===== config.mk =====
export PLATFORM = sky130hd
export DESIGN_NAME = id_opimm_stage
export DESIGN_NICKNAME = d
export VERILOG_FILES = /design/src/rtl/id_opimm_stage.sv
export SDC_FILE = /design/constraint.sdc
export NUM_CORES = 1
export LEC_CHECK = 0
export ABC_CLOCK_PERIOD_IN_PS = 1800
export BUFFER_PORTS_ARGS = -buffer_cell sky130_fd_sc_hd__buf_2
export CORE_UTILIZATION = 41
export CTS_CLUSTER_DIAMETER = 100
export DETAILED_ROUTE_END_ITERATION = 8
export GPL_TIMING_DRIVEN = 1
export PLACE_DENSITY_LB_ADDON = 0.15
export SLEW_MARGIN = 20
export SYNTH_ARGS = -nofsm -noshare
export SYNTH_HDL_FRONTEND = slang
export SYNTH_SLANG_ARGS = --single-unit

===== constraint.sdc =====
create_clock -name clk -period 1.8 [get_ports clk]
set_input_delay 0.09 -clock clk [delete_from_list [all_inputs] [get_ports clk]]
set_output_delay 0.09 -clock clk [all_outputs]
set_load 0.01 [all_outputs]

===== src/rtl/id_opimm_stage.sv =====
// rtl/id_opimm_stage.sv - registered OP-IMM decode stage between IF and EX
//
// Purpose:
//   Decodes the I-type ALU group (ADDI/SLTI/SLTIU/XORI/ORI/ANDI/SLLI/SRLI/SRAI)
//   for XLEN 32 or 64. It reads rs1 with write-back bypass, builds the
//   immediate or shift-amount operand, flags illegal encodings and holds the
//   result in a single valid/ready pipeline register.
//
// Ports:
//   clk, rst          clock, synchronous active-high reset
//   inst_valid_i/     upstream instruction handshake; inst_ready_o is
//   inst_ready_o      combinational (!valid_o || ready_i)
//   inst_i            32-bit instruction word
//   reg1_raddr_o      rs1 read address, combinational from inst_i
//   reg1_rdata_i      rs1 read data, same cycle
//   wb_we_i/wb_waddr_i/wb_wdata_i  write-back port used as bypass source
//   flush_i           kills the held and the incoming instruction
//   valid_o/ready_i   downstream handshake to EX
//   op1_o, op2_o      operands (rs1 value, immediate or shamt)
//   alu_op_o          {inst[30] for SRLI/SRAI else 0, funct3}
//   reg_we_o          write rd (0 for illegal encodings)
//   reg_waddr_o       rd
//   illegal_o         illegal encoding flag

module id_opimm_stage #(
  parameter int XLEN    = 32,
  parameter int RADDR_W = 5,
  parameter int SHAMT_W = $clog2(XLEN)
) (
  input  logic               clk,
  input  logic               rst,
  input  logic               inst_valid_i,
  output logic               inst_ready_o,
  input  logic [31:0]        inst_i,
  output logic [RADDR_W-1:0] reg1_raddr_o,
  input  logic [XLEN-1:0]    reg1_rdata_i,
  input  logic               wb_we_i,
  input  logic [RADDR_W-1:0] wb_waddr_i,
  input  logic [XLEN-1:0]    wb_wdata_i,
  input  logic               flush_i,
  output logic               valid_o,
  input  logic               ready_i,
  output logic [XLEN-1:0]    op1_o,
  output logic [XLEN-1:0]    op2_o,
  output logic [3:0]         alu_op_o,
  output logic               reg_we_o,
  output logic [RADDR_W-1:0] reg_waddr_o,
  output logic               illegal_o
);

  // Bits of the immediate field above the shift amount.
  localparam int UW = 12 - SHAMT_W;

  localparam logic [6:0]    OPC_OP_IMM = 7'b0010011;
  localparam logic [2:0]    F3_SLL     = 3'b001;
  localparam logic [2:0]    F3_SR      = 3'b101;
  // SRAI encodes as upper field 0b0100..0 (only inst[30] set).
  localparam logic [UW-1:0] SRAI_UPPER = {1'b0, 1'b1, {(UW-2){1'b0}}};

  // ---------------------------------------------------------------- decode
  logic [6:0]         opcode;
  logic [2:0]         funct3;
  logic [4:0]         rs1;
  logic [4:0]         rd;
  logic [UW-1:0]      upper;
  logic [SHAMT_W-1:0] shamt;
  logic               is_sll;
  logic               is_sr;

  assign opcode = inst_i[6:0];
  assign rd     = inst_i[11:7];
  assign funct3 = inst_i[14:12];
  assign rs1    = inst_i[19:15];
  assign shamt  = inst_i[20 +: SHAMT_W];
  assign upper  = inst_i[31:20+SHAMT_W];
  assign is_sll = (funct3 == F3_SLL);
  assign is_sr  = (funct3 == F3_SR);

  assign reg1_raddr_o = RADDR_W'(rs1);

  logic            dec_illegal;
  logic [XLEN-1:0] dec_op1;
  logic [XLEN-1:0] dec_op2;
  logic [3:0]      dec_alu_op;

  always_comb begin
    dec_illegal = (opcode != OPC_OP_IMM);
    if (is_sll && (upper != '0)) begin
      dec_illegal = 1'b1;
    end
    if (is_sr && (upper != '0) && (upper != SRAI_UPPER)) begin
      dec_illegal = 1'b1;
    end
    // RV32 has no shamt[5]; already covered by the upper check, kept explicit.
    if ((XLEN == 32) && (is_sll || is_sr) && inst_i[25]) begin
      dec_illegal = 1'b1;
    end
  end

  always_comb begin
    if (rs1 == 5'd0) begin
      dec_op1 = '0;
    end else if (wb_we_i && (wb_waddr_i == RADDR_W'(rs1))) begin
      dec_op1 = wb_wdata_i;
    end else begin
      dec_op1 = reg1_rdata_i;
    end
  end

  always_comb begin
    if (is_sll || is_sr) begin
      dec_op2 = {{(XLEN-SHAMT_W){1'b0}}, shamt};
    end else begin
      dec_op2 = {{(XLEN-12){inst_i[31]}}, inst_i[31:20]};
    end
  end

  assign dec_alu_op = {is_sr & inst_i[30], funct3};

  // ------------------------------------------------------ pipeline register
  logic               valid_q,     valid_d;
  logic [XLEN-1:0]    op1_q,       op1_d;
  logic [XLEN-1:0]    op2_q,       op2_d;
  logic [3:0]         alu_op_q,    alu_op_d;
  logic               reg_we_q,    reg_we_d;
  logic [RADDR_W-1:0] reg_waddr_q, reg_waddr_d;
  logic               illegal_q,   illegal_d;
  logic               accept;

  assign inst_ready_o = !valid_q || ready_i;
  assign accept       = inst_valid_i && inst_ready_o;

  always_comb begin
    valid_d     = valid_q;
    op1_d       = op1_q;
    op2_d       = op2_q;
    alu_op_d    = alu_op_q;
    reg_we_d    = reg_we_q;
    reg_waddr_d = reg_waddr_q;
    illegal_d   = illegal_q;

    if (flush_i) begin
      // Upstream still sees inst_ready_o, so the incoming beat is consumed and lost.
      valid_d = 1'b0;
    end else if (accept) begin
      valid_d     = 1'b1;
      op1_d       = dec_op1;
      op2_d       = dec_op2;
      alu_op_d    = dec_alu_op;
      reg_we_d    = !dec_illegal;
      reg_waddr_d = RADDR_W'(rd);
      illegal_d   = dec_illegal;
    end else if (ready_i) begin
      valid_d = 1'b0;
    end
  end

  always_ff @(posedge clk) begin
    if (rst) begin
      valid_q     <= 1'b0;
      op1_q       <= '0;
      op2_q       <= '0;
      alu_op_q    <= '0;
      reg_we_q    <= 1'b0;
      reg_waddr_q <= '0;
      illegal_q   <= 1'b0;
    end else begin
      valid_q     <= valid_d;
      op1_q       <= op1_d;
      op2_q       <= op2_d;
      alu_op_q    <= alu_op_d;
      reg_we_q    <= reg_we_d;
      reg_waddr_q <= reg_waddr_d;
      illegal_q   <= illegal_d;
    end
  end

  assign valid_o     = valid_q;
  assign op1_o       = op1_q;
  assign op2_o       = op2_q;
  assign alu_op_o    = alu_op_q;
  assign reg_we_o    = reg_we_q;
  assign reg_waddr_o = reg_waddr_q;
  assign illegal_o   = illegal_q;

endmodule


---- Word level (Yosys, flattened, before mapping) ----
Cells that the tools add are included.
cells by class
  bitwise logic cells ..................... 2
  equality and inequality tests ........... 5
  mux-type cells .......................... 8
  reductions and logical operators ........ 15
operator list
  operator            number
  $mux 32             3
  $ne 7x5->1 const B  1
  $ne 7x6->1 const B  1
  $reduce_bool 7->1   1
  $logic_and 1x1->1   6
  $eq 5x5->1          1
  $logic_not 5->1     1
  $mux 1              5
  $eq 3x1->1 const B  1
  $eq 3x3->1 const B  1
  $logic_not 1->1     2
  $logic_or 1x1->1    2
  $reduce_and 2->1    1
  $reduce_bool 2->1   1
  $reduce_or 2->1     1
  $and 1x1->1         1
  $not 1->1           1
word-level totals
  flip-flop bits (word level) ............. 76
  word-level logic and storage cells ...... 37
  output and inout bits ................... 82

---- Logic depth before layout (Yosys ltp) ----
  word-level depth ........................ 6
  depth in mapped cells ................... 7

---- Worst setup path after synthesis ----
Ideal clock, no wire load.
  path type ............................... register to register
  start point ............................. register valid_q, in the netlist valid_o
  end point ............................... register op2_q[30], in the netlist op2_o[30]
  stages on the path, launching flop included .. 7
  arrival time ............................ 1338 ps
  slack ................................... 392 ps
  library setup time ...................... 70 ps
  required time ........................... 1730 ps
  cell sequence ........................... dfxtp_1 > nor2b_1 > inv_1 > nand3b_1 > clkbuf_1 > nand2_1 > a21oi_1
between the ends
  word-level cells in the longest chain between the ends .. 4
ends and longest elaborated chain
  element                     line  text
  from (decl)                 121   logic valid_q, valid_d;
  from (signal assigned)      168   valid_q <= valid_d;
  $logic_not 1->1             130   assign inst_ready_o = !valid_q || ready_i;
  $logic_or 1x1->1            130
  via inst_ready_o            33    output logic inst_ready_o,
  $logic_and 1x1->1           131   assign accept = inst_valid_i && inst_ready_o;
  $reduce_and 2->1 (no line)  --
  to (signal assigned)        170   op2_q <= op2_d;
  to (decl)                   123   logic [XLEN-1:0] op2_q, op2_d;
The timed path passes the listed nets, and every way through them passes these cells.
A chain may end at the register's enable or synchronous reset.

---- Worst setup path in the final report ----
  start point ............................. register valid_q, in the netlist valid_o
  end point ............................... register op1_q[15], in the netlist op1_o[15]
between the ends
  word-level cells in the longest chain between the ends .. 4
ends and longest elaborated chain
  element                     line  text
  $logic_not 1->1             130
  $logic_or 1x1->1            130
  $logic_and 1x1->1           131
  $reduce_and 2->1 (no line)  --
  to (signal assigned)        169   op1_q <= op1_d;
  to (decl)                   122   logic [XLEN-1:0] op1_q, op1_d;
Every way passes these cells.

==> report_table.html <==
<table>
<tr><th>Metric</th><th>Value</th></tr>
<tr><th colspan="2">Yosys</th></tr>
<tr><td>Cell taking the most area after synthesis</td><td>dfxtp_1</td></tr>
<tr><td>Gate count after technology mapping</td><td>286</td></tr>
<tr><td>Area fraction of the dominant cell type after synthesis</td><td>42.4%</td></tr>
<tr><td>Largest cells by area after synthesis</td><td>dfxtp_1 42%, mux2i_1 12%, o21ai_2 9.9%, nand2_1 9.5%, buf_4 7.1%</td></tr>
<tr><td>Top_reg_cell synth</td><td>dfxtp_1</td></tr>
<tr><td>Average cell area after synthesis</td><td>9.24 um^2</td></tr>
<tr><td>Cell Area, Synth</td><td>2640 um^2</td></tr>
<tr><td>Number of storage elements in the synthesis netlist</td><td>56</td></tr>
<tr><td>Proportion of synthesized chip area in sequential cells</td><td>42.4%</td></tr>
<tr><td>Net Count, Synth</td><td>393</td></tr>
<tr><td>Number of distinct library cell variants in the gate-level netlist after synthesis</td><td>29</td></tr>
<tr><td>Number of enable-type register cells in the synthesized netlist</td><td>0</td></tr>
<tr><td>Share of flip-flops with an asynchronous set or reset</td><td>0%</td></tr>
<tr><td>Count of warnings emitted by yosys</td><td>0</td></tr>
<tr><th colspan="2">Cells and area</th></tr>
<tr><td>Fraction of final layout cells sized beyond drive strength 1</td><td>52.7%</td></tr>
<tr><td>Leading cell types in the layout, fill and taps excluded</td><td>188 x buf_2, 67 x nand2_1, 56 x dfxtp_1</td></tr>
<tr><td>Final standard cell count with taps included and fillers excluded</td><td>530</td></tr>
<tr><td>Post-route core utilization</td><td>60.0%</td></tr>
<tr><td>Net total in the final layout</td><td>561</td></tr>
<tr><td>Most frequent standard cell in the layout excluding fill and tap cells</td><td>buf_2</td></tr>
<tr><td>Area Growth Syn to Fin</td><td>37.8%</td></tr>
<tr><td>Fill cells</td><td>575</td></tr>
<tr><td>Diodes inserted</td><td>0</td></tr>
<tr><th colspan="2">GRT</th></tr>
<tr><td>Wire length of the first global-routing pass</td><td>9380 um</td></tr>
<tr><td>Number of global-route vias before repair</td><td>2,140</td></tr>
<tr><td>Initial antenna violation count</td><td>0</td></tr>
<tr><td>Remaining Overflow, GRT</td><td>0</td></tr>
<tr><td>Global router's overall resource usage</td><td>18.4%</td></tr>
<tr><td>Pin count of the biggest net entering global routing</td><td>33</td></tr>
<tr><th colspan="2">Power and ir drop</th></tr>
<tr><td>Final Power</td><td>2.63 mW</td></tr>
<tr><td>Static power due to leakage</td><td>1.77 nW</td></tr>
<tr><td>Clock network power share</td><td>31.7%</td></tr>
<tr><td>Switching power summed over all nets</td><td>0.682 mW</td></tr>
<tr><td>Gate power share</td><td>17.8%</td></tr>
<tr><td>Share of power burned in registers</td><td>50.5%</td></tr>
<tr><td>Power Dens Cells</td><td>722 nW/um^2</td></tr>
<tr><td>Switching power share of the total</td><td>26.0%</td></tr>
<tr><td>Cell internal power dissipation</td><td>1.95 mW</td></tr>
<tr><td>IR drop worst, VDD</td><td>0.365 mV</td></tr>
<tr><th colspan="2">Route</th></tr>
<tr><td>Post-detailed-route count of antenna-violating nets</td><td>0</td></tr>
<tr><td>DRC violation count after routing</td><td>0</td></tr>
<tr><td>1st-pass router iterations</td><td>4</td></tr>
<tr><td>Vias per cell</td><td>4.71</td></tr>
<tr><td>DRC violation total after the first TritonRoute iteration</td><td>61</td></tr>
<tr><td>Wire length per cell after detailed routing</td><td>12.5 um</td></tr>
<tr><td>Routed via count</td><td>2,495</td></tr>
<tr><td>Final wirelength</td><td>6640 um</td></tr>
<tr><th colspan="2">Critical path</th></tr>
<tr><td>R2R setup slack</td><td>340 ps</td></tr>
<tr><td>Arrival time at the worst endpoint</td><td>1690 ps</td></tr>
<tr><td>Sort of element at the end of the critical path</td><td>flop</td></tr>
<tr><td>Origin of the worst setup path</td><td>valid_o$_SDFFE_PP0P_</td></tr>
<tr><td>Beginning of the worst register-to-register path</td><td>valid_o$_SDFFE_PP0P_</td></tr>
<tr><td>Crit path max-delay cell type</td><td>nor3b_4</td></tr>
<tr><td>Type of the setup path with the least slack</td><td>reg2reg</td></tr>
<tr><td>Highest cell delay on the worst timing path</td><td>340 ps</td></tr>
<tr><td>Req. time, crit path</td><td>2030 ps</td></tr>
<tr><td>Worst-path cell chain</td><td>nor2b_1 -&gt; nor3b_4 -&gt; o211ai_4 -&gt; buf_12 -&gt; o21ai_0</td></tr>
<tr><td>Reg2Reg Depth</td><td>5</td></tr>
<tr><td>Maximum net fanout on the critical path</td><td>32</td></tr>
<tr><td>Startpoint kind of the worst setup timing path</td><td>flop</td></tr>
<tr><th colspan="2">Place</th></tr>
<tr><td>Final HPWL from detailed placement</td><td>5150 um</td></tr>
<tr><td>DP Cell Count</td><td>515</td></tr>
<tr><td>Placer's final routability congestion estimate</td><td>0.702</td></tr>
<tr><td>Number of buffers inserted by port buffering</td><td>188</td></tr>
<tr><th colspan="2">Floorplan</th></tr>
<tr><td>Core region area</td><td>6060 um^2</td></tr>
<tr><td>Std cell rows</td><td>28</td></tr>
<tr><td>Die area</td><td>6770 um^2</td></tr>
<tr><td>Initial standard-cell utilization of the core</td><td>43.6%</td></tr>
<tr><td>Number of top-level pins</td><td>189</td></tr>
<tr><td>Die Span X</td><td>82.3 um</td></tr>
<tr><td>Die Ht</td><td>82.3 um</td></tr>
<tr><th colspan="2">Hold path</th></tr>
<tr><td>Number of instances on the worst hold path</td><td>3</td></tr>
<tr><td>Hold wc startpoint</td><td>inst_i[7]</td></tr>
<tr><td>Tightest Hold Check Type</td><td>in2reg</td></tr>
<tr><th colspan="2">Clock tree</th></tr>
<tr><td>Number of post-CTS setup repair buffers</td><td>0</td></tr>
<tr><td>Worst-skew pair later-pin latency</td><td>310 ps</td></tr>
<tr><td>Number of buffers created by CTS</td><td>5</td></tr>
<tr><td>Number of H-tree levels</td><td>2</td></tr>
<tr><td>Clk sinks</td><td>56</td></tr>
<tr><td>TritonCTS clock tree</td><td>yes</td></tr>
<tr><td>Longest Clk Path Bufs</td><td>2</td></tr>
<tr><td>Clk root buf</td><td>clkbuf_8</td></tr>
<tr><td>Clock transition at the register clock pins on the worst setup and hold paths after CTS</td><td>110 ps</td></tr>
<tr><th colspan="2">Status</th></tr>
<tr><td>Result of the run</td><td>finished, final reports clean</td></tr>
<tr><th colspan="2">STA</th></tr>
<tr><td>Timing-limited maximum frequency</td><td>686 MHz</td></tr>
<tr><td>Count of final setup violators</td><td>0</td></tr>
<tr><td>Final worst path period need</td><td>1460 ps</td></tr>
<tr><td>Transition time at the pin with the least slew margin</td><td>486 ps</td></tr>
<tr><td>Final setup TNS</td><td>0 ps</td></tr>
<tr><td>Post-route clock period utilization</td><td>81.0%</td></tr>
<tr><td>Worst setup skew after layout</td><td>11.2 ps</td></tr>
<tr><td>Final hold violation count</td><td>0</td></tr>
<tr><td>Final number of max-transition violations</td><td>0</td></tr>
<tr><td>Unrepaired setup endpoints after global routing</td><td>false</td></tr>
<tr><td>Remaining max-slew budget at the tightest pin</td><td>67.6%</td></tr>
<tr><th colspan="2">Job</th></tr>
<tr><td>Number of violations of the max-capacitance limit</td><td>0</td></tr>
</table>
power groups by stage:
stage / Clock, mW / Sequential [mW] / Combinational [mW]
6_report: 0.834 / 1.33 / 0.467
5_1_grt: 0.914 / 1.34 / 0.516
4_1_cts: 0.862 / 1.33 / 0.473
3_5_place_dp: 0 / 1.36 / 0.460
3_3_place_gp: 0 / 1.35 / 0.453
2_1_floorplan: 0 / 1.39 / 0.219
kinds of logic (layout without fill, tap and decap cells):
logic type / count (synthesis) / in the layout / share of synthesized area, %
multiplexers: 32 / 32 / 12.1
AND/OR/NAND/NOR: 89 / 89 / 14.5
buffers and inverters: 46 / 215 / 13.1
XOR/XNOR: 5 / 5 / 1.66
AO/OA/AOI/OAI: 58 / 58 / 16.2
flip-flops: 56 / 56 / 42.4
registers in the layout, indices dropped and copies added (netlist names):
signal	cells
op2_o	12
illegal_o	1
reg_waddr_o	5
op1_o	32
alu_op_o	4
reg_we_o	1
valid_o	1
cell type report:
| type | count | area, um^2 | share of cell area (%) |
|---|---|---|---|
| tap | 75 | 93.8 | 2.58 |
| clock inverter | 3 | 46.3 | 1.27 |
| inverter | 3 | 11.3 | 0.309 |
| sequential | 56 | 1120 | 30.8 |
| timing repair buffer | 204 | 1100 | 30.3 |
| multi-input combinational | 184 | 1190 | 32.8 |
| clock buffer | 5 | 68.8 | 1.89 |
per-layer routing:
layer | vias to the layer above | wire length (um) | global-route usage (%)
met2 | 109 | 3270 | 34.0
met4 | 0 | 55 | 4.91
li1 | 1278 | - | -
met5 | - | 0 | 0
met3 | 6 | 577 | 5.49
met1 | 1102 | 2740 | 20.3
what timing repair did:
action	4_1_cts	5_1_grt
resized for setup	0	0
hold buffers	7	0
hold endpoints to repair	7	0
Yosys cell counts, drive strengths merged, types with 2 or more instances:
cell    count
buf        33
nand3       7
o211ai      2
or4         2
o21ai      32
inv         3
nand2      67
clkbuf     10
xor2        4
nor3        2
nor4        2
nor2        3
a21oi      22
dfxtp      56
mux2i      32
path summary, 6_finish.rpt:
check                                                   end
worst max-delay path                 op1_o[15]$_SDFFE_PP0P_
worst min-delay path            reg_waddr_o[0]$_SDFFE_PP0P_
worst max register to register       op1_o[15]$_SDFFE_PP0P_
worst min register to register        op2_o[7]$_SDFFE_PP0P_
through the flow:
step | setup WS (ps) | area (um^2) | hold WS (ps)
after floorplan | 392 | 2640 | 169
after CTS | 312 | 3640 | 0.427
after global routing | 199 | 3640 | 1.31
final | 343 | 3640 | 8.94
after global placement | 264 | 3450 | 317
after detailed placement | 225 | 3450 | 321
critical path: cells and delay by family, from the launching register on:
family,cells,cell delay [ps]
AO/OA/AOI/OAI,2,330
AND/OR/NAND/NOR,2,510
buffers and inverters,1,200
flip-flops,1,320
No activity file was read; power rests on OpenSTA's default activity.
